[config.mk]
export PLATFORM = sky130hd
export DESIGN_NAME = load_store_unit
export DESIGN_NICKNAME = d
export VERILOG_FILES = /design/src/rtl/lsu_pkg.sv /design/src/rtl/load_store_unit_lane_align.sv /design/src/rtl/load_store_unit.sv
export SDC_FILE = /design/constraint.sdc
export NUM_CORES = 1
export LEC_CHECK = 0
export CAP_MARGIN = 10
export CORE_MARGIN = 1.5
export CORE_UTILIZATION = 44
export DETAILED_ROUTE_END_ITERATION = 8
export PLACE_DENSITY = 0.84
export SLEW_MARGIN = 20
export SYNTH_ARGS = -nofsm -noshare
export SYNTH_HDL_FRONTEND = slang
export SYNTH_SLANG_ARGS = --single-unit
[constraint.sdc]
create_clock -name clk -period 3.15 [get_ports clk]
set_input_delay 0.4725 -clock clk [delete_from_list [all_inputs] [get_ports clk]]
set_output_delay 0.4725 -clock clk [all_outputs]
set_load 0.1 [all_outputs]
[src/rtl/lsu_pkg.sv]
// Shared encodings and helpers for the load/store unit: funct3 codes, FSM states,
// lane extraction/merge and request decode.
package lsu_pkg;

  localparam int unsigned LSU_DEPTH = 128;

  localparam logic [2:0] F3_B  = 3'b000;
  localparam logic [2:0] F3_H  = 3'b001;
  localparam logic [2:0] F3_W  = 3'b010;
  localparam logic [2:0] F3_BU = 3'b100;
  localparam logic [2:0] F3_HU = 3'b101;

  typedef enum logic [2:0] {
    ST_IDLE,
    ST_RD_ISSUE,
    ST_RD_WAIT,
    ST_MERGE,
    ST_WRITE,
    ST_RESP
  } lsu_state_e;

  function automatic logic [31:0] lane_extract(input logic [2:0]  funct3,
                                               input logic [1:0]  addr_lo,
                                               input logic [31:0] word);
    logic [7:0]  b;
    logic [15:0] h;
    logic [31:0] r;
    b = word[{addr_lo, 3'b000} +: 8];
    h = addr_lo[1] ? word[31:16] : word[15:0];
    case (funct3)
      F3_B:    r = {{24{b[7]}}, b};
      F3_BU:   r = {24'h0, b};
      F3_H:    r = {{16{h[15]}}, h};
      F3_HU:   r = {16'h0, h};
      default: r = word;
    endcase
    return r;
  endfunction

  function automatic logic [31:0] lane_merge(input logic [2:0]  funct3,
                                             input logic [1:0]  addr_lo,
                                             input logic [31:0] word,
                                             input logic [31:0] wdata);
    logic [31:0] r;
    r = word;
    case (funct3)
      F3_B: r[{addr_lo, 3'b000} +: 8] = wdata[7:0];
      F3_H: begin
        if (addr_lo[1]) r[31:16] = wdata[15:0];
        else            r[15:0]  = wdata[15:0];
      end
      default: r = wdata;
    endcase
    return r;
  endfunction

  function automatic logic is_fault(input logic        we,
                                    input logic [2:0]  funct3,
                                    input logic [29:0] word_idx,
                                    input int unsigned depth);
    logic legal;
    if (we) legal = (funct3 == F3_B) || (funct3 == F3_H) || (funct3 == F3_W);
    else    legal = (funct3 == F3_B) || (funct3 == F3_H) || (funct3 == F3_W) ||
                    (funct3 == F3_BU) || (funct3 == F3_HU);
    return !legal || ({2'b00, word_idx} >= depth);
  endfunction

  function automatic logic is_misaligned(input logic       we,
                                         input logic [2:0] funct3,
                                         input logic [1:0] addr_lo);
    logic half;
    half = (funct3 == F3_H) || (!we && (funct3 == F3_HU));
    return (half && addr_lo[0]) || ((funct3 == F3_W) && (addr_lo != 2'b00));
  endfunction

endpackage

[src/rtl/load_store_unit_lane_align.sv]
// Combinational lane logic: extracts the load value from a memory word and builds
// the merged word for sub-word stores.
import lsu_pkg::*;

module lsu_lane_align (
  input  logic [2:0]  funct3_i,
  input  logic [1:0]  addr_lo_i,
  input  logic [31:0] mem_word_i,
  input  logic [31:0] store_data_i,
  output logic [31:0] load_value_o,
  output logic [31:0] merged_word_o
);

  assign load_value_o  = lane_extract(funct3_i, addr_lo_i, mem_word_i);
  assign merged_word_o = lane_merge(funct3_i, addr_lo_i, mem_word_i, store_data_i);

endmodule

[src/rtl/load_store_unit.sv]
// Load/store unit in front of a word-wide, 1-cycle-read data memory. Sub-word stores
// are done as read-modify-write; misaligned/illegal/out-of-range requests never touch memory.
import lsu_pkg::*;

module load_store_unit #(
  parameter int unsigned DEPTH = LSU_DEPTH
) (
  input  logic        clk,
  input  logic        rst,
  input  logic        req_valid,
  output logic        req_ready,
  input  logic        req_we,
  input  logic [2:0]  req_funct3,
  input  logic [31:0] req_addr,
  input  logic [31:0] req_wdata,
  output logic        rsp_valid,
  output logic [31:0] rsp_rdata,
  output logic        rsp_misalign,
  output logic        rsp_fault,
  output logic [31:0] mem_addr,
  output logic        mem_we,
  output logic [31:0] mem_wdata,
  input  logic [31:0] mem_rdata
);

  lsu_state_e  state_q, state_d;
  logic [2:0]  funct3_q, funct3_d;
  logic        we_q, we_d;
  logic [1:0]  addr_lo_q, addr_lo_d;
  logic [31:0] mem_addr_q, mem_addr_d;
  logic [31:0] mem_wdata_q, mem_wdata_d;
  logic [31:0] rsp_rdata_q, rsp_rdata_d;
  logic        misalign_q, misalign_d;
  logic        fault_q, fault_d;

  logic        req_fault, req_misalign;
  logic [31:0] load_value, merged_word;

  assign req_fault    = is_fault(req_we, req_funct3, req_addr[31:2], DEPTH);
  assign req_misalign = is_misaligned(req_we, req_funct3, req_addr[1:0]);

  lsu_lane_align u_lane_align (
    .funct3_i      (funct3_q),
    .addr_lo_i     (addr_lo_q),
    .mem_word_i    (mem_rdata),
    .store_data_i  (mem_wdata_q),
    .load_value_o  (load_value),
    .merged_word_o (merged_word)
  );

  always_comb begin
    state_d     = state_q;
    funct3_d    = funct3_q;
    we_d        = we_q;
    addr_lo_d   = addr_lo_q;
    mem_addr_d  = mem_addr_q;
    mem_wdata_d = mem_wdata_q;
    rsp_rdata_d = rsp_rdata_q;
    misalign_d  = misalign_q;
    fault_d     = fault_q;
    case (state_q)
      ST_IDLE: begin
        if (req_valid) begin
          funct3_d    = req_funct3;
          we_d        = req_we;
          addr_lo_d   = req_addr[1:0];
          mem_addr_d  = {2'b00, req_addr[31:2]};
          mem_wdata_d = req_wdata;
          rsp_rdata_d = '0;
          misalign_d  = req_misalign;
          fault_d     = req_fault;
          if (req_fault || req_misalign)          state_d = ST_RESP;
          else if (req_we && req_funct3 == F3_W)  state_d = ST_WRITE;
          else                                    state_d = ST_RD_ISSUE;
        end
      end
      ST_RD_ISSUE: state_d = we_q ? ST_MERGE : ST_RD_WAIT;
      ST_RD_WAIT: begin
        rsp_rdata_d = load_value;
        state_d     = ST_RESP;
      end
      // mem_wdata_q still holds the store data here; the merged word replaces it.
      ST_MERGE: begin
        mem_wdata_d = merged_word;
        state_d     = ST_WRITE;
      end
      ST_WRITE: state_d = ST_RESP;
      ST_RESP:  state_d = ST_IDLE;
      default:  state_d = ST_IDLE;
    endcase
  end

  always_ff @(posedge clk) begin
    if (rst) begin
      state_q     <= ST_IDLE;
      funct3_q    <= '0;
      we_q        <= 1'b0;
      addr_lo_q   <= '0;
      mem_addr_q  <= '0;
      mem_wdata_q <= '0;
      rsp_rdata_q <= '0;
      misalign_q  <= 1'b0;
      fault_q     <= 1'b0;
    end else begin
      state_q     <= state_d;
      funct3_q    <= funct3_d;
      we_q        <= we_d;
      addr_lo_q   <= addr_lo_d;
      mem_addr_q  <= mem_addr_d;
      mem_wdata_q <= mem_wdata_d;
      rsp_rdata_q <= rsp_rdata_d;
      misalign_q  <= misalign_d;
      fault_q     <= fault_d;
    end
  end

  assign req_ready    = (state_q == ST_IDLE);
  assign rsp_valid    = (state_q == ST_RESP);
  assign rsp_rdata    = rsp_rdata_q;
  assign rsp_misalign = rsp_valid && misalign_q;
  assign rsp_fault    = rsp_valid && fault_q;
  assign mem_addr     = mem_addr_q;
  assign mem_wdata    = mem_wdata_q;
  // Reset in the WRITE cycle must block the write the same cycle.
  assign mem_we       = (state_q == ST_WRITE) && !rst;

endmodule

==> impl_metrics.py <==
metrics = {
    "final_layout": {
        "drive_above_1_share_pct": 16.73,
        "final_common_cell": "nand2_1",
        "layout_common_cells": "nand2_1 (116), clkdlybuf4s50_1 (108), dfxtp_1 (105)",
        "syn_to_final_growth_pct": 40.44,
        "final_nets": 940,
        "nFillCells": 1007,
        "diodes": 0,
    },
    "logic_synthesis": {
        "ys.flop_type": "dfxtp_1",
        "ys_ff_latch": 105,
        "synth_edf_count": 0,
        "syn-cell-area_um2": 5220,
        "ys_warn_count": 0,
        "synth_cell_types": 52,
        "ys_seq_area_share_pct": 40.27,
        "synth-async-reset-ratio_pct": 0,
        "syn_inst": 660,
        "avgSynthCellArea_um2": 7.909,
    },
    "timing": {
        "worst_pin_slew_ns": 0.9861,
        "maxSlewHeadroom_pct": 34.05,
        "skew_ns": 0.01044,
        "fmax_mhz": 397.5,
        "timing.final.crit_share_pct": 79.87,
        "rsz0062_at_grt": "false",
        "period_needed_ns": 2.516,
        "setup_violations": 0,
        "drv_slew": 0,
        "fin_ws_ns": 0.6341,
        "hold_viol_final": 0,
        "holdWs_ns": 0.4578,
        "finalSetupTns_ns": 0,
    },
    "power": {
        "p_per_area_nw_per_um2": 665.4,
        "p_clk_share_pct": 23.1,
        "sequentialPowerShare_pct": 33.6,
        "power_switching_mw": 2.298,
        "comb_power_share_pct": 43.3,
        "ir_drop_uv": 437.8,
        "internal_power_mw": 2.581,
        "switching_share_pct": 47.10,
        "p_leak_nw": 2.964,
    },
    "route": {
        "drt_iter0_markers": 563,
        "drc_errors": 18,
        "drt_first_pass_iters": 7,
        "ant_nets": 0,
        "routed_wl_um": 18450,
        "vias": 5652,
        "routedWlPerCell_um": 18.83,
        "avgViaCountPerCell": 5.767,
    },
    "setup_path": {
        "crit_type": "reg2reg",
        "worstPathArrival_ns": 2.77,
        "crit_path_end_kind": "flip-flop",
        "crit_path_start_kind": "flip-flop",
        "worstPathMaxFanout": 21,
        "crit_required_ns": 3.41,
    },
    "die": {
        "dieHeight_um": 111.9,
        "die_w_um": 111.9,
        "dieArea_um2": 12530,
        "fp-row-count": 39,
        "io_pins": 204,
        "coreArea_um2": 11520,
        "initial_core_util_pct": 45.33,
    },
    "global_routing": {
        "grt_util_met2_pct": 46.95,
        "gr-usage-met1_pct": 36.87,
        "grt_max_degree": 46,
        "grt_pass1_wl_um": 28680,
        "overflow": 0,
        "antenna_found_initial": 0,
        "grt_pass1_vias": 5373,
        "grt_use_met3_pct": 7.240,
        "top_usage_layer": "met2",
        "track_usage_pct": 29.17,
    },
    "worst_hold_path": {
        "hold_class": "reg2reg",
    },
    "clock_tree": {
        "holdBufCountCts": 0,
        "cts_tree": "built",
        "root_buffer": "clkbuf_16",
        "clk_path_buf_depth": 2,
        "cts-resized-gates": 0,
        "cts_buffers": 9,
        "h-tree-depth": 3,
        "clk_pin_slew_ns": 0.08,
        "worstSkewPairLatency_ns": 0.36,
        "cts_setup_buffers": 0,
        "numClockSinks": 105,
    },
    "outcome": {
        "violations": "design-rule violations",
        "status": "finished with violations",
    },
    "placement": {
        "portBuffers": 201,
        "dp_hpwl_um": 13880,
        "dp_slack_ns": 0.5712,
        "place.gp.congestion": 0.9486,
    },
    "run": {
        "cap_violations": 0,
    },
}
## cell type report
cell class                      instances  area [um2]  share of cell area [%]
Clock inverter                          7       72.57                  0.9899
Inverter                               14       52.55                  0.7168
Tap cell                              143       178.9                   2.441
Timing Repair Buffer                  213        1867                   25.47
Sequential cell                       105        2102                   28.67
Clock buffer                            9       225.2                   3.072
Multi-Input combinational cell        489        2833                   38.64
## synth_stat cells, drive strengths merged (9+ instances only)
cell / number / share of area, %
a221o: 9 / 1.7
a31oi: 10 / 1.2
nand2: 116 / 8.3
a21oi: 72 / 7.0
a221oi: 23 / 3.9
buf: 18 / 2.0
nor3: 14 / 1.4
a211oi: 12 / 1.9
inv: 12 / 0.86
nand3b: 9 / 1.5
nor2: 69 / 5.0
mux2i: 18 / 3.5
nand3: 9 / 0.86
dfxtp: 105 / 40
o21ai: 38 / 3.9
clkbuf: 35 / 2.5
## metrics by stage
step | util [%] | instance area (um2) | cells | total power [mW]
finish | 63.66 | 7331 | 980 | 4.878
global route | 63.66 | 7331 | 980 | 5.060
CTS | 63.66 | 7331 | 980 | 4.881
detailed placement | 61.07 | 7033 | 964 | 3.765
global placement | 61.07 | 7033 | 964 | 3.740
floorplan | - | 5224 | 661 | 3.213
## registers in the layout, indices dropped and copies added, names as in the netlist
name        flops
mem_wdata      32
rsp_rdata      32
mem_addr       30
funct3_q        3
state_q         3
addr_lo_q       2
fault_q         1
misalign_q      1
we_q            1
## cells by family (layout without fill, tap and decap cells)
| family | after synthesis | after routing | synth area share (%) |
|---|---|---|---|
| xor+xnor | 1 | 1 | 0.1678 |
| buf+inv | 67 | 243 | 5.537 |
| other cells | 1 | 2 | 0.07184 |
| simple gates | 246 | 246 | 20.95 |
| flops | 105 | 105 | 40.27 |
| fa+ha+maj | 5 | 5 | 1.198 |
| mux | 26 | 26 | 5.177 |
| compound gates | 209 | 209 | 26.63 |
## worst max-delay path: stages (launching register included)
cell and delay, ns:
dfxtp_1 0.34, buf_4 0.31, inv_1 0.15, ha_1 0.38, nand4_1 0.11, o22ai_1 0.55
a221oi_1 0.22, o41ai_1 0.34
## per-layer routing
layer,vias up,wire length (um)
met5,-,0
met1,2591,7687
met3,42,1789
li1,2708,-
met2,311,8306
met4,0,668
## final timing paths
check               start             to  slack, ns  cells past startpoint
min reg2reg  mem_addr[25]   mem_addr[25]       0.46                      2
max          addr_lo_q[1]  mem_wdata[19]       0.63                      7
max reg2reg  addr_lo_q[1]  mem_wdata[19]       0.63                      7
min          mem_addr[25]   mem_addr[25]       0.46                      2
## power by group through the flow
stage | Combinational, mW | Sequential (mW) | Clock, mW
2_1_floorplan | 0.689 | 2.52 | 0
3_5_place_dp | 2.10 | 1.67 | 0
4_1_cts | 2.10 | 1.64 | 1.14
6_report | 2.11 | 1.64 | 1.13
3_3_place_gp | 2.08 | 1.66 | 0
5_1_grt | 2.21 | 1.66 | 1.19
Power figures use the tool's default switching activity.
